File: config.mk
export PLATFORM = sky130hd
export DESIGN_NAME = div_bcd_conv
export DESIGN_NICKNAME = d
export VERILOG_FILES = /design/src/rtl/div_bcd_conv.sv
export SDC_FILE = /design/constraint.sdc
export NUM_CORES = 1
export LEC_CHECK = 0
export BUFFER_PORTS_ARGS = -buffer_cell sky130_fd_sc_hd__buf_2
export CAP_MARGIN = 0
export CORE_UTILIZATION = 63
export DETAILED_ROUTE_END_ITERATION = 16
export PLACE_DENSITY = 0.84
export SLEW_MARGIN = 5
export SYNTH_ARGS = -nofsm -noshare
export SYNTH_HDL_FRONTEND = slang
export SYNTH_SLANG_ARGS = --single-unit
File: constraint.sdc
create_clock -name clk -period 8.6 [get_ports clk]
set_input_delay 0 -clock clk [delete_from_list [all_inputs] [get_ports clk]]
set_output_delay 0 -clock clk [all_outputs]
set_load 0.02 [all_outputs]
File: src/rtl/div_bcd_conv.sv
// Serial converter from the divider's unsigned 16.24 quotient to BCD.
// The 16-bit integer part becomes 5 BCD digits through iterative double-dabble.
// The 24-bit fraction becomes 4 truncated BCD digits through repeated multiply-by-10.
// Each step takes one clock.
module div_bcd_conv (
    input  logic        clk,
    input  logic        rst,
    input  logic        conv_start,
    input  logic        div_sign,
    input  logic        div_invld,
    input  logic [15:0] div_result_int,
    input  logic [23:0] div_result_frac,
    output logic        conv_busy,
    output logic        conv_done,
    output logic [19:0] bcd_int,
    output logic [15:0] bcd_frac,
    output logic        bcd_neg,
    output logic        bcd_err
);

    typedef enum logic [1:0] {IDLE, INT, FRAC, DONE} state_t;

    state_t      state, state_nxt;
    logic [4:0]  cnt, cnt_nxt;
    logic [15:0] int_sr, int_sr_nxt;
    logic [19:0] bcd_acc, bcd_acc_nxt;
    logic [23:0] frac_rem, frac_rem_nxt;
    logic [15:0] frac_dig, frac_dig_nxt;
    logic        sign_q, sign_nxt;
    logic        invld_q, invld_nxt;
    logic        load_out;
    logic [19:0] adj_acc;
    logic [27:0] frac_x10;

    // Double-dabble correction: every BCD digit of 5 or more gets +3 before the shift.
    function automatic logic [19:0] dabble_adjust(input logic [19:0] acc);
        logic [19:0] res;
        for (int i = 0; i < 5; i++) begin
            if (acc[4*i +: 4] >= 4'd5)
                res[4*i +: 4] = acc[4*i +: 4] + 4'd3;
            else
                res[4*i +: 4] = acc[4*i +: 4];
        end
        return res;
    endfunction

    // Remainder times ten. The top nibble is the next decimal digit and is always at most 9.
    function automatic logic [27:0] mul10(input logic [23:0] rem);
        logic [27:0] w;
        w = {4'd0, rem};
        return (w << 3) + (w << 1);
    endfunction

    assign adj_acc   = dabble_adjust(bcd_acc);
    assign frac_x10  = mul10(frac_rem);
    assign conv_busy = (state != IDLE);
    assign conv_done = (state == DONE);

    // Next-state logic and the datapath step for each state.
    // The single INT cycle on the invalid path makes busy last two cycles.
    always_comb begin
        state_nxt    = state;
        cnt_nxt      = cnt;
        int_sr_nxt   = int_sr;
        bcd_acc_nxt  = bcd_acc;
        frac_rem_nxt = frac_rem;
        frac_dig_nxt = frac_dig;
        sign_nxt     = sign_q;
        invld_nxt    = invld_q;
        load_out     = 1'b0;
        case (state)
            IDLE: begin
                if (conv_start) begin
                    int_sr_nxt   = div_result_int;
                    frac_rem_nxt = div_result_frac;
                    sign_nxt     = div_sign;
                    invld_nxt    = div_invld;
                    bcd_acc_nxt  = '0;
                    frac_dig_nxt = '0;
                    cnt_nxt      = '0;
                    state_nxt    = INT;
                end
            end
            INT: begin
                if (invld_q) begin
                    load_out  = 1'b1;
                    state_nxt = DONE;
                end else begin
                    {bcd_acc_nxt, int_sr_nxt} = {adj_acc, int_sr} << 1;
                    if (cnt == 5'd15) begin
                        cnt_nxt   = '0;
                        state_nxt = FRAC;
                    end else begin
                        cnt_nxt = cnt + 5'd1;
                    end
                end
            end
            FRAC: begin
                frac_dig_nxt = {frac_dig[11:0], frac_x10[27:24]};
                frac_rem_nxt = frac_x10[23:0];
                if (cnt == 5'd3) begin
                    cnt_nxt   = '0;
                    load_out  = 1'b1;
                    state_nxt = DONE;
                end else begin
                    cnt_nxt = cnt + 5'd1;
                end
            end
            DONE: state_nxt = IDLE;
            default: state_nxt = IDLE;
        endcase
    end

    // Control state, step counter and shadow registers.
    always_ff @(posedge clk or posedge rst) begin
        if (rst) begin
            state    <= IDLE;
            cnt      <= '0;
            int_sr   <= '0;
            bcd_acc  <= '0;
            frac_rem <= '0;
            frac_dig <= '0;
            sign_q   <= 1'b0;
            invld_q  <= 1'b0;
        end else begin
            state    <= state_nxt;
            cnt      <= cnt_nxt;
            int_sr   <= int_sr_nxt;
            bcd_acc  <= bcd_acc_nxt;
            frac_rem <= frac_rem_nxt;
            frac_dig <= frac_dig_nxt;
            sign_q   <= sign_nxt;
            invld_q  <= invld_nxt;
        end
    end

    // Result registers load only on entry to DONE; the minus sign is suppressed for an all-zero result.
    always_ff @(posedge clk or posedge rst) begin
        if (rst) begin
            bcd_int  <= '0;
            bcd_frac <= '0;
            bcd_neg  <= 1'b0;
            bcd_err  <= 1'b0;
        end else if (load_out) begin
            if (invld_q) begin
                bcd_int  <= '0;
                bcd_frac <= '0;
                bcd_neg  <= 1'b0;
                bcd_err  <= 1'b1;
            end else begin
                bcd_int  <= bcd_acc_nxt;
                bcd_frac <= frac_dig_nxt;
                bcd_neg  <= sign_q & ((|bcd_acc_nxt) | (|frac_dig_nxt));
                bcd_err  <= 1'b0;
            end
        end
    end

endmodule

Word level (Yosys, flattened, before mapping) --
Cells that the tools add are included.
Word-level totals: register bits after elaboration 123, logic and storage cells 78, bits in writable memories 0, bits of input ports 45, bits in latches 0, ROM bits 0, memories kept 0, output and inout bits 40
Operators by class: bitwise operators 2, multiply operators 0, $add $sub $neg 7, div/mod/pow operators 0, equal/unequal tests 9, shift-type cells 0, muxes and demuxes 31, reductions and logical operators 12, magnitude comparators 5
Operators by type and width (number):
- 16-bit two-way mux | 4
- 16-bit case mux with 2 select lines | 2
- 20-bit two-way mux | 3
- 24-bit case mux with 2 select lines | 1
- 20-bit case mux with 2 select lines | 1
- 27-bit by 25-bit adder with 28-bit output | 1
- 24-bit two-way mux | 1
- 4-bit by 3-bit >= comparator with 1-bit output (second input constant) | 5
- 5-bit two-way mux | 4
- 20-bit OR reduction | 1
- 4-bit by 2-bit adder with 4-bit output (second input constant) | 4
- 4-bit two-way mux | 4
- 16-bit OR reduction | 1
- 5-bit case mux with 3 select lines | 1
- 3-bit AND reduction | 3
- 2-bit two-way mux | 4
- 2-bit case mux with 4 select lines | 1
- 2-bit != test (second input constant) | 3
- 2-bit nonzero test | 3
- 5-bit by 1-bit adder with 5-bit output (second input constant) | 1
- 5-bit by 2-bit equality test with 1-bit output (second input constant) | 1
- 5-bit by 4-bit equality test with 1-bit output (second input constant) | 1
- 2-bit equality test (second input constant) | 2
- 2-bit AND reduction | 2
- other kinds (10) | 12

Depth between registers and ports, before layout --
depth in word-level cells 8, depth in mapped cells 12, mapped depth without buffers 10

Worst setup path before layout --
OpenSTA, ideal clock, no wires.
path kind register to register, from reg frac_rem[0], to reg bcd_neg, arrival time 2.377 ns, path buffers 0, clock period less this slack 2.514 ns, setup slack 6.086 ns, setup time 0.137 ns, cell stages (with the launch flop) 11, data required time 8.463 ns, cells stage by stage dfrtp_1 > ha_1 > fa_1 > nand3_1 > a211oi_1 > nor4_1 > a211oi_2 > a31oi_1 > and4b_1 > nor4_1 > a31oi_1
Between the ends: word-level cells in the longest chain between the ends 6
RTL lines:
- start: declaration | RTL line 27 | logic [23:0] frac_rem, frac_rem_nxt;
- start signal: assignment | RTL line 130 | frac_rem <= frac_rem_nxt;
- 27-bit by 25-bit adder with 28-bit output | RTL line 51 | return (w << 3) + (w << 1);
- 16-bit case mux with 2 select lines | RTL line 71 | case (state)
- 16-bit OR reduction | RTL line 153 | bcd_neg <= sign_q & ((|bcd_acc_nxt) | (|frac_dig_nxt));
- 1-bit bitwise OR | RTL line 153
- 1-bit bitwise AND | RTL line 153
- 1-bit two-way mux | RTL line 145 | if (invld_q) begin
- end signal: assignment | RTL line 153
- end: declaration | RTL line 17 | output logic bcd_neg,
No other way between the ends. A chain may end at the register's enable or synchronous reset.

Worst setup path after layout --
from reg state[1], to reg bcd_neg
Between the ends: word-level cells in the longest chain between the ends 6, elaborated cells on any way between the ends 11, classes of those cells eq/ne (2); mux (4); bitwise (2); reduce/logical (3)
RTL lines:
- start: declaration | RTL line 23 | state_t state, state_nxt;
- start signal: assignment | RTL line 126 | state <= state_nxt;
- 2-bit by 1-bit equality test with 1-bit output (tied with other cells) | RTL line 71
- 20-bit case mux with 2 select lines / 16-bit case mux with 2 select lines (equally long branches) | RTL line 71
- 20-bit OR reduction / 16-bit OR reduction (equally long branches) | RTL line 153
- 1-bit bitwise OR | RTL line 153
- 1-bit bitwise AND | RTL line 153
- 1-bit two-way mux | RTL line 145
Several ways; a longest one is shown, not always the timed one.

==> key figures <==
Final layout
  • Commonest cells after routing, fill and taps aside: 123 x dfrtp_1, 93 x nand2_1, 84 x buf_2
  • Fillers: 695
  • Fin area: 0.008398 sq mm
  • Final #Nets: 933
  • Layout overhead on the synthesized area: 22.13%
  • Layout cells sized above 1: 15.91%
  • FF/Latch Area: 0.003078 sq mm
  • Non-Filler Instances: 997
  • Ant diodes: 0
  • Multi-input gate area: 0.003456 sq mm
  • Commonest non-fill, non-tap cell in the layout: dfrtp_1

Worst hold path
  • Hold Crit Class: in -> async

Pwr
  • LEAKAGE: 4.139 nW
  • Power Dens Cells: 448.7 mW/mm^2
  • Total power: 3.768 mW
  • Maximum vdd drop: 0.2618 mV

Synthesis
  • Synth area leaders: dfrtp_1 45%, ha_1 7.1%, o21ai_0 5.5%
  • Synthesized cell area: 0.006877 sq mm
  • Flops & latches, synth: 123
  • Top_reg_cell synth: dfrtp_1
  • Register area share after synthesis: 44.76%
  • Asr flop ratio synth: 100.0%
  • Netlist cell types: 57
  • EDFF count, synth: 0
  • Syn_nets: 817
  • Cells after Synth: 732
  • Synth Warn #: 0
  • Syn_area_per_cell: 9.394 sq um
  • Top cell type's share of synthesized area: 44.76%
  • Synth area leader: dfrtp_1

STA
  • Worst Skew: 9.339 ps
  • Slew @ Worst Pin: 1021 ps
  • Count of final setup violators: 0
  • Final worst slack: 5128 ps
  • RSZ-0062 raised after global routing: false
  • Max Slew Vio Count: 0
  • Setup_tns: 0 ps
  • Final hold viol count: 0
  • Worst slew margin: 31.59%
  • Highest clock rate: 288.0 MHz
  • Final min period: 3472 ps
  • Final period util: 40.37%

GRT
  • Antenna violations before repair: 0
  • Global-route wire length before repair: 29.43 mm
  • Grt ovf: 0
  • Vias in the first global route: 6150
  • Total Routing Usage GR: 33.48%
  • Largest net degree at the start of global routing: 63

Die
  • Core Area: 0.01046 sq mm
  • Die W: 106.5 um
  • Boundary pin count: 85
  • Total die area: 0.01134 sq mm
  • Initial Utilization: 65.73%
  • Row count: 37
  • Die H: 106.5 um

Setup path
  • Crit Path Category: reg -> reg
  • Worst setup path start: state[1]
  • Crit path max fanout: 45
  • Setup crit end: bcd_neg
  • CP Launch Type: flop
  • Reg2Reg Capture Point: bcd_neg
  • R2R Setup Slk: 5130 ps
  • Reg-to-Reg Start: state[1]
  • Crit. End Element: flop
  • Crit path required time: 9000 ps
  • Worst reg2reg path depth: 10
  • Critical Path AT: 3880 ps

Route
  • Routed vias/inst: 6.190
  • DRC: 0
  • Routed Wire Length: 17.87 mm
  • Vias post-DR: 6171
  • Routed length per instance: 17.92 um
  • Drt pass-1 iters: 5
  • 1st-iter DRT viols: 532
  • ANT nets after route: 0

Clock network
  • CTS Buf Count: 17
  • Clock root buffer: clkbuf_8
  • Clock-pin slew on the worst setup and hold paths: 60 ps
  • TritonCTS clock tree: yes
  • H-tree depth: 4
  • Clock Sinks: 123
  • Clock Path Buffers: 2
  • Clock latency on the worst-skew pair: 540 ps

Place
  • Placement Setup Slack: 5224 ps
  • Port bufs: 84
  • Inst Count DP: 920
  • Placer Congestion: 0.8856
  • HPWL after detailed placement: 11.27 mm
  • Placement Cell Area: 0.007345 sq mm

Status
  • Status: finished, final reports clean

Flow run
  • Max Cap Viol: 0
-- synth_stat cells, types with 2 or more instances --
| library cell | n |
|---|---|
| xor2_1 | 5 |
| nand2b_1 | 9 |
| nor3b_1 | 4 |
| clkbuf_1 | 27 |
| inv_1 | 46 |
| or3_1 | 4 |
| and3_1 | 8 |
| ha_1 | 39 |
| a31o_2 | 2 |
| a21oi_2 | 2 |
| mux2_2 | 4 |
| nand2_1 | 93 |
| nor3_1 | 16 |
| buf_2 | 4 |
| dfrtp_1 | 123 |
| a221oi_1 | 4 |
| a21o_1 | 12 |
| a21oi_1 | 43 |
| a31oi_1 | 6 |
| a211oi_1 | 3 |
| nand4_1 | 7 |
| o22ai_1 | 2 |
| buf_1 | 3 |
| nand2b_4 | 2 |
| o21bai_1 | 2 |
| o211ai_1 | 5 |
| mux2i_1 | 30 |
| nor2_1 | 31 |
| o21ai_0 | 76 |
| a22o_1 | 21 |
| nor4_1 | 5 |
| o31ai_1 | 17 |
| o21ai_1 | 6 |
| xnor2_1 | 18 |
| buf_6 | 3 |
| nand3_1 | 8 |
| and2_1 | 2 |
| o21a_1 | 5 |
| a22oi_1 | 17 |
-- through the flow --
| step | hold WS [ps] | util (%) |
|---|---|---|
| floorplan | 144.8 | - |
| detailed placement | 193.6 | 70.20 |
| global placement | 182.5 | 70.20 |
| finish | 156.6 | 80.27 |
| CTS | 163.1 | 80.27 |
| global route | 227.7 | 80.27 |
-- final cells by class --
cell class,count,area share (%)
clock inverters,15,2.250
multi-input cells,525,41.15
inverters,46,2.086
clock buffers,17,4.931
repair buffers,135,10.91
flip-flops and latches,123,36.65
well taps,136,2.026
-- how the worst min path moves through the flow --
stage | end | slack [ps]
floorplan | frac_rem[0] | 140
detailed placement | frac_rem[1] | 190
CTS | frac_rem[1] | 160
finish | frac_rem[1] | 160
global route | frac_rem[1] | 230
global placement | frac_rem[0] | 180
-- metal layers --
layer,vias to the layer above,routed length [um],GRT usage (%)
met2,264,8876,55.52
met5,-,0,0
li1,2848,-,-
met1,3008,7269,42.06
met3,51,1288,8.522
met4,0,435,13.11
-- cells by family after synthesis --
logic type               synth area share [%]
AO/OA/AOI/OAI                           21.56
AND/OR/NAND/NOR                         13.30
flip-flops                              44.76
buffers and inverters                   5.040
adder cells (fa/ha/maj)                 7.387
multiplexers                            5.022
XOR/XNOR                                2.929
-- power breakdown --
part	switching, mW	internal (mW)	leakage (nW)	total, mW
logic	1.22	0.778	2.24	2.00
clock network	0.287	0.446	0.278	0.734
registers	0.219	0.819	1.62	1.04
-- registers in the layout, summed over array words and instances, names as in the netlist --
register	cells
invld_q	1
bcd_err	1
bcd_acc	20
frac_dig	16
frac_rem	24
bcd_int	20
cnt	5
bcd_frac	16
bcd_neg	1
state	2
int_sr	16
sign_q	1
-- critical path, cell delays in order (launching register included) --
cell and delay [ps]:
dfrtp_1 400, inv_1 100, ha_1 190, buf_4 260, nand2_1 250, o211ai_4 390, a221oi_1 650, nand4_1 150
or4b_1 550, nor4_1 270, a31oi_1 120
-- timing repair --
action	4_1_cts	5_1_grt
endpoints found under the hold margin	103	0
resized for setup	0	0
setup buffers	0	0
hold buffers	45	0
Note: power is estimated with default switching activity, not from simulation.
